### src/rtl/apb_interconnect_n.sv
// APB bridge and interconnect: one valid/ready master port to NUM_SLAVES APB slaves.
// The slave is decoded from the top four address bits. Adds wait states, PSLVERR, unmapped-address errors and an ACCESS timeout.
module apb_interconnect_n #(
    parameter int NUM_SLAVES = 6,
    parameter int ADDR_WIDTH = 12,
    parameter int DATA_WIDTH = 32,
    parameter int TIMEOUT    = 16
) (
    input  logic                             clk,
    input  logic                             rst,
    input  logic                             req_valid,
    output logic                             req_ready,
    input  logic [ADDR_WIDTH-1:0]            req_addr,
    input  logic                             req_write,
    input  logic [DATA_WIDTH-1:0]            req_wdata,
    output logic                             resp_valid,
    output logic [DATA_WIDTH-1:0]            resp_rdata,
    output logic                             resp_err,
    output logic [ADDR_WIDTH-1:0]            paddr,
    output logic                             pwrite,
    output logic [DATA_WIDTH-1:0]            pwdata,
    output logic                             penable,
    output logic [NUM_SLAVES-1:0]            psel,
    input  logic [NUM_SLAVES*DATA_WIDTH-1:0] prdata,
    input  logic [NUM_SLAVES-1:0]            pready,
    input  logic [NUM_SLAVES-1:0]            pslverr
);

    localparam int CW = $clog2(TIMEOUT + 1);

    typedef enum logic [1:0] {IDLE, SETUP, ACCESS, ERR} state_t;

    state_t                  state;
    logic [CW-1:0]           cnt;
    logic [3:0]              idx;
    logic                    mapped;
    logic                    sel_ready;
    logic                    sel_err;
    logic [DATA_WIDTH-1:0]   sel_rdata;

    assign idx       = req_addr[ADDR_WIDTH-1:ADDR_WIDTH-4];
    assign mapped    = ({1'b0, idx} < 5'(NUM_SLAVES));
    assign req_ready = (state == IDLE);

    // psel holds the latched one-hot slave index, so it selects the slave's response directly.
    always_comb begin
        sel_ready = |(pready & psel);
        sel_err   = |(pslverr & psel);
        sel_rdata = '0;
        for (int unsigned i = 0; i < NUM_SLAVES; i++) begin
            if (psel[i]) sel_rdata = sel_rdata | prdata[i*DATA_WIDTH +: DATA_WIDTH];
        end
    end

    always_ff @(posedge clk or negedge rst) begin
        if (!rst) begin
            state      <= IDLE;
            cnt        <= '0;
            resp_valid <= 1'b0;
            resp_rdata <= '0;
            resp_err   <= 1'b0;
            paddr      <= '0;
            pwrite     <= 1'b0;
            pwdata     <= '0;
            penable    <= 1'b0;
            psel       <= '0;
        end else begin
            resp_valid <= 1'b0;
            case (state)
                IDLE: begin
                    if (req_valid) begin
                        paddr  <= req_addr;
                        pwrite <= req_write;
                        pwdata <= req_wdata;
                        if (mapped) begin
                            psel  <= NUM_SLAVES'(1) << idx;
                            state <= SETUP;
                        end else begin
                            state <= ERR;
                        end
                    end
                end
                SETUP: begin
                    penable <= 1'b1;
                    cnt     <= CW'(1);
                    state   <= ACCESS;
                end
                ACCESS: begin
                    // A ready slave wins over the timeout on the same edge.
                    if (sel_ready) begin
                        resp_valid <= 1'b1;
                        resp_err   <= sel_err;
                        resp_rdata <= pwrite ? '0 : sel_rdata;
                        psel       <= '0;
                        penable    <= 1'b0;
                        state      <= IDLE;
                    end else if (cnt == CW'(TIMEOUT)) begin
                        resp_valid <= 1'b1;
                        resp_err   <= 1'b1;
                        resp_rdata <= '0;
                        psel       <= '0;
                        penable    <= 1'b0;
                        state      <= IDLE;
                    end else begin
                        cnt <= cnt + CW'(1);
                    end
                end
                ERR: begin
                    resp_valid <= 1'b1;
                    resp_err   <= 1'b1;
                    resp_rdata <= '0;
                    state      <= IDLE;
                end
                default: state <= IDLE;
            endcase
        end
    end

endmodule

### config.mk
export PLATFORM = sky130hd
export DESIGN_NAME = apb_interconnect_n
export DESIGN_NICKNAME = d
export VERILOG_FILES = /design/src/rtl/apb_interconnect_n.sv
export SDC_FILE = /design/constraint.sdc
export NUM_CORES = 1
export LEC_CHECK = 0
export BUFFER_PORTS_ARGS = -buffer_cell sky130_fd_sc_hd__buf_4
export CAP_MARGIN = 20
export CORE_ASPECT_RATIO = 0.75
export CORE_MARGIN = 8
export CORE_UTILIZATION = 38
export CTS_BUF_LIST = sky130_fd_sc_hd__clkbuf_2 sky130_fd_sc_hd__clkbuf_4 sky130_fd_sc_hd__clkbuf_8
export DETAILED_ROUTE_END_ITERATION = 8
export GPL_ROUTABILITY_DRIVEN = 1
export PLACE_DENSITY = 0.89
export SLEW_MARGIN = 20
export SYNTH_ARGS = -nofsm -noshare
export SYNTH_HDL_FRONTEND = slang
export SYNTH_SLANG_ARGS = --single-unit
### constraint.sdc
create_clock -name clk -period 1.8 [get_ports clk]
set_input_delay 0.36 -clock clk [delete_from_list [all_inputs] [get_ports clk]]
set_output_delay 0.36 -clock clk [all_outputs]
set_load 0.005 [all_outputs]
==> flow_summary.html <==
<table>
<tr><th>Metric</th><th>Value</th></tr>
<tr><th colspan="2">Status</th></tr>
<tr><td>Outcome</td><td>finished with violations</td></tr>
<tr><td>Violated checks</td><td>setup timing</td></tr>
<tr><th colspan="2">STA</th></tr>
<tr><td>Max-slew violations</td><td>0</td></tr>
<tr><td>Maximum operating frequency</td><td>552 MHz</td></tr>
<tr><td>Part of the cycle the worst path needs</td><td>101%</td></tr>
<tr><td>Headroom to the max-slew limit</td><td>68.5%</td></tr>
<tr><td>Post-layout minimum cycle time</td><td>1.81 ns</td></tr>
<tr><td>Final count of hold timing violations</td><td>0</td></tr>
<tr><td>Actual slew at the worst max-slew pin</td><td>0.466 ns</td></tr>
<tr><td>Worst slack on hold paths</td><td>0.217 ns</td></tr>
<tr><td>Setup-violating endpoint count in the final report</td><td>4</td></tr>
<tr><td>Fin Clk Skew</td><td>0.0131 ns</td></tr>
<tr><td>RSZ-0062 raised after global routing</td><td>true</td></tr>
<tr><td>Min setup slack post-route</td><td>-0.0100 ns</td></tr>
<tr><th colspan="2">Pwr</th></tr>
<tr><td>Leak</td><td>3.93 nW</td></tr>
<tr><td>Power per standard cell area</td><td>1190 nW/µm²</td></tr>
<tr><td>Worst IR Drop VDD</td><td>0.000859 V</td></tr>
<tr><th colspan="2">Critical path</th></tr>
<tr><td>Data required time of the critical path</td><td>2.10 ns</td></tr>
<tr><td>Slowest CP cell</td><td>sky130_fd_sc_hd__or3_4</td></tr>
<tr><td>Worst setup SP type</td><td>flip-flop</td></tr>
<tr><td>Peak fanout along the critical path</td><td>8</td></tr>
<tr><td>Data arrival time of the critical path</td><td>2.11 ns</td></tr>
<tr><td>Cell breakdown of the critical path</td><td>a22o_4, or3_4, o22ai_4, buf_12, clkbuf_16, a22o_1</td></tr>
<tr><td>Classification of the worst setup path</td><td>flip-flop to flip-flop</td></tr>
<tr><td>CP max stage delay</td><td>0.44 ns</td></tr>
<tr><td>Worst setup EP type</td><td>flip-flop</td></tr>
<tr><th colspan="2">Place</th></tr>
<tr><td>Gpl congestion</td><td>0.885</td></tr>
<tr><td>Area after detailed placement</td><td>7530 µm²</td></tr>
<tr><td>HPWL after detailed placement</td><td>16,600 µm</td></tr>
<tr><td>Number of buffers inserted by port buffering</td><td>338</td></tr>
<tr><td>Worst setup timing slack at the placement stage</td><td>-0.0253 ns</td></tr>
<tr><td>Placed Cells incl. Taps</td><td>908</td></tr>
<tr><th colspan="2">Logic synthesis</th></tr>
<tr><td>Synth top area cells</td><td>sky130_fd_sc_hd__dfrtp_1, sky130_fd_sc_hd__a22oi_1, sky130_fd_sc_hd__mux2_2</td></tr>
<tr><td>Count leader, synth</td><td>sky130_fd_sc_hd__a22oi_1</td></tr>
<tr><td>Warning count from the yosys run</td><td>0</td></tr>
<tr><td>Post-synthesis instance total</td><td>417</td></tr>
<tr><td>Post-synthesis register bit count</td><td>93</td></tr>
<tr><td>Unique cell type count in the Yosys netlist</td><td>36</td></tr>
<tr><td>Most instantiated flip-flop cell in the synthesis netlist</td><td>sky130_fd_sc_hd__dfrtp_1</td></tr>
<tr><td>Post-synthesis sequential area ratio</td><td>49.5%</td></tr>
<tr><td>Net count after synthesis</td><td>675</td></tr>
<tr><td>Mean post-synth cell area</td><td>11.3 µm²</td></tr>
<tr><td>Fraction of synthesis flops using an asynchronous set or reset pin</td><td>100%</td></tr>
<tr><td>Cell area after synthesis</td><td>4700 µm²</td></tr>
<tr><td>Biggest area consumer among synthesized cells</td><td>sky130_fd_sc_hd__dfrtp_1</td></tr>
<tr><td>Share of Yosys cell area claimed by the top area cell type</td><td>49.5%</td></tr>
<tr><td>Post-synth EDFFs</td><td>0</td></tr>
<tr><td>Commonest cells post-synth</td><td>sky130_fd_sc_hd__a22oi_1, sky130_fd_sc_hd__dfrtp_1, sky130_fd_sc_hd__mux2_2</td></tr>
<tr><th colspan="2">Drt</th></tr>
<tr><td>Average via count per standard cell</td><td>5.63</td></tr>
<tr><td>Number of iterations in the first detailed-routing pass</td><td>4</td></tr>
<tr><td>Routed WL per cell</td><td>23.3 µm</td></tr>
<tr><td>Via Count</td><td>5,259</td></tr>
<tr><td>Routed Wire Length</td><td>21,800 µm</td></tr>
<tr><td>Remaining antenna violation count</td><td>0</td></tr>
<tr><td>Number of DRC markers in iteration 0</td><td>472</td></tr>
<tr><td>Total DRC errors in the routed layout</td><td>0</td></tr>
<tr><th colspan="2">Final layout</th></tr>
<tr><td>Filler Cell Count</td><td>967</td></tr>
<tr><td>Total Nets Final</td><td>1,021</td></tr>
<tr><td>Growth of design area from synthesis to finish</td><td>69.2%</td></tr>
<tr><td>Footprint of the flip-flops and latches</td><td>2330 µm²</td></tr>
<tr><td>Final non-filler cell total</td><td>934</td></tr>
<tr><td>N_diodes</td><td>0</td></tr>
<tr><td>Area of the multi-input gates</td><td>2260 µm²</td></tr>
<tr><td>Share of layout cells above drive strength 1</td><td>57.7%</td></tr>
<tr><td>Final non-filler cell area</td><td>7960 µm²</td></tr>
<tr><th colspan="2">Clock network</th></tr>
<tr><td>CTS tree</td><td>done</td></tr>
<tr><td>Root Driver</td><td>sky130_fd_sc_hd__clkbuf_8</td></tr>
<tr><td># H-tree levels</td><td>3</td></tr>
<tr><td>Clock Tree Buf Depth</td><td>2</td></tr>
<tr><td>Clock-pin slew of the registers on the worst-case setup and hold paths</td><td>0.10 ns</td></tr>
<tr><td>Sink Count</td><td>93</td></tr>
<tr><td>CTS Buf Count</td><td>9</td></tr>
<tr><td>Clock network latency to the later pin of the worst-skew pair</td><td>0.37 ns</td></tr>
<tr><th colspan="2">GRT</th></tr>
<tr><td>Pin count of the biggest net entering global routing</td><td>57</td></tr>
<tr><td>Global-route wire length before repair</td><td>31,300 µm</td></tr>
<tr><td>Remaining global-route overflow</td><td>0</td></tr>
<tr><td>Antenna violations before repair</td><td>0</td></tr>
<tr><td>Vias in the first global route</td><td>5,531</td></tr>
<tr><td>All-Layer GR Usage</td><td>24.9%</td></tr>
<tr><th colspan="2">Floorplan</th></tr>
<tr><td>Core box area</td><td>12,200 µm²</td></tr>
<tr><td>Die outline width</td><td>144 µm</td></tr>
<tr><td>Starting density of the core</td><td>38.6%</td></tr>
<tr><td>Number of rows created at floorplan</td><td>35</td></tr>
<tr><td>I/O Pins</td><td>339</td></tr>
<tr><td>Y dimension of the die</td><td>112 µm</td></tr>
<tr><td>DIE AREA</td><td>16,200 µm²</td></tr>
<tr><th colspan="2">Job</th></tr>
<tr><td>Maximum Capacitance Violations</td><td>0</td></tr>
<tr><th colspan="2">Worst hold path</th></tr>
<tr><td>Type of the worst min-delay path</td><td>input pin to flip-flop</td></tr>
</table>
-- cell usage in the layout (no fill, tap or decap), types with 3 or more instances in the layout --
cell type,count
sky130_fd_sc_hd__clkbuf_16,3
sky130_fd_sc_hd__buf_6,4
sky130_fd_sc_hd__buf_12,4
sky130_fd_sc_hd__o211ai_1,3
sky130_fd_sc_hd__inv_1,6
sky130_fd_sc_hd__mux2_2,44
sky130_fd_sc_hd__dfrtp_1,93
sky130_fd_sc_hd__a21oi_1,3
sky130_fd_sc_hd__nand2b_1,5
sky130_fd_sc_hd__a22o_1,37
sky130_fd_sc_hd__ha_1,5
sky130_fd_sc_hd__nor2_1,4
sky130_fd_sc_hd__o21ai_0,4
sky130_fd_sc_hd__clkbuf_8,10
sky130_fd_sc_hd__nand2_1,6
sky130_fd_sc_hd__buf_4,358
sky130_fd_sc_hd__a22oi_1,96
sky130_fd_sc_hd__nand3_1,38
-- metal layers --
layer | part of all wire [%] | global-route usage [%] | wire [µm] | vias to the layer above
met5 | 0 | 0 | 0 | -
li1 | - | - | - | 2338
met3 | 12 | 9.50 | 2680 | 55
met4 | 3.6 | 10.2 | 785 | 0
met2 | 47 | 39.6 | 10300 | 332
met1 | 37 | 29.5 | 8020 | 2534
-- critical path, delay by kind of cell, from the launching register on --
kind	cells	cell delay (ns)
buffers and inverters	2	0.31
and+or+nand+nor	1	0.44
DFF	1	0.43
AOI/OAI and AO/OA	3	0.56
-- power breakdown --
part	switching, mW	leakage [nW]	total [mW]	internal (mW)
combinational	2.11	2.64	4.77	2.66
sequential	0.432	1.18	3.18	2.74
clock	0.810	0.107	1.52	0.707
-- path summary, 6_finish.rpt --
kind,endpoint,depth (start not counted),slack (ns),from
setup / recovery,resp_rdata[9],6,-0.01,psel[5]
hold / removal,paddr[3],2,0.22,req_addr[3]
setup reg to reg,resp_rdata[9],6,-0.01,psel[5]
hold reg to reg,paddr[8],2,0.51,paddr[8]
max in group asynchronous,resp_rdata[9],3,0.82,rst
min in group asynchronous,pwdata[17],2,0.37,rst
-- metrics by stage --
stage               utilization (%)  power (mW)  TNS (ns)
global placement               61.8        7.29   -0.0281
CTS                            63.7        8.99         0
detailed placement             61.8        7.46    -0.502
finish                         65.4        9.46   -0.0209
global route                   65.4        10.0     -1.25
floorplan                         -        5.13    -0.654
-- final cells by class --
type                            instances  area share [%]
Clock buffer                           10            1.73
Clock inverter                          6           0.975
Inverter                                7           0.330
Multi-Input combinational cell        280            28.3
Sequential cell                        93            29.2
Tap cell                              166            2.61
Timing Repair Buffer                  372            36.8
-- repair_timing --
action	in CTS	in global routing
setup buffers	0	5
gates resized for setup	1	18
endpoints found under the setup margin	1	30
endpoints found under the hold margin	11	0
pin swaps	0	25
hold buffers	1	0
cloned	0	4
-- registers in the layout (all words and copies together) (netlist names) --
signal and cells:
paddr 12, resp_err 1, psel 6, state 2, resp_rdata 32, cnt 5, pwdata 32, pwrite 1
resp_valid 1, penable 1
-- cell families after synthesis --
family / synth area share (%)
AOI/OAI and AO/OA: 26.3
DFF: 49.5
muxes: 10.5
and+or+nand+nor: 8.09
buffers and inverters: 4.04
adders and majority gates: 1.60
No activity file was read; power rests on OpenSTA's default activity.
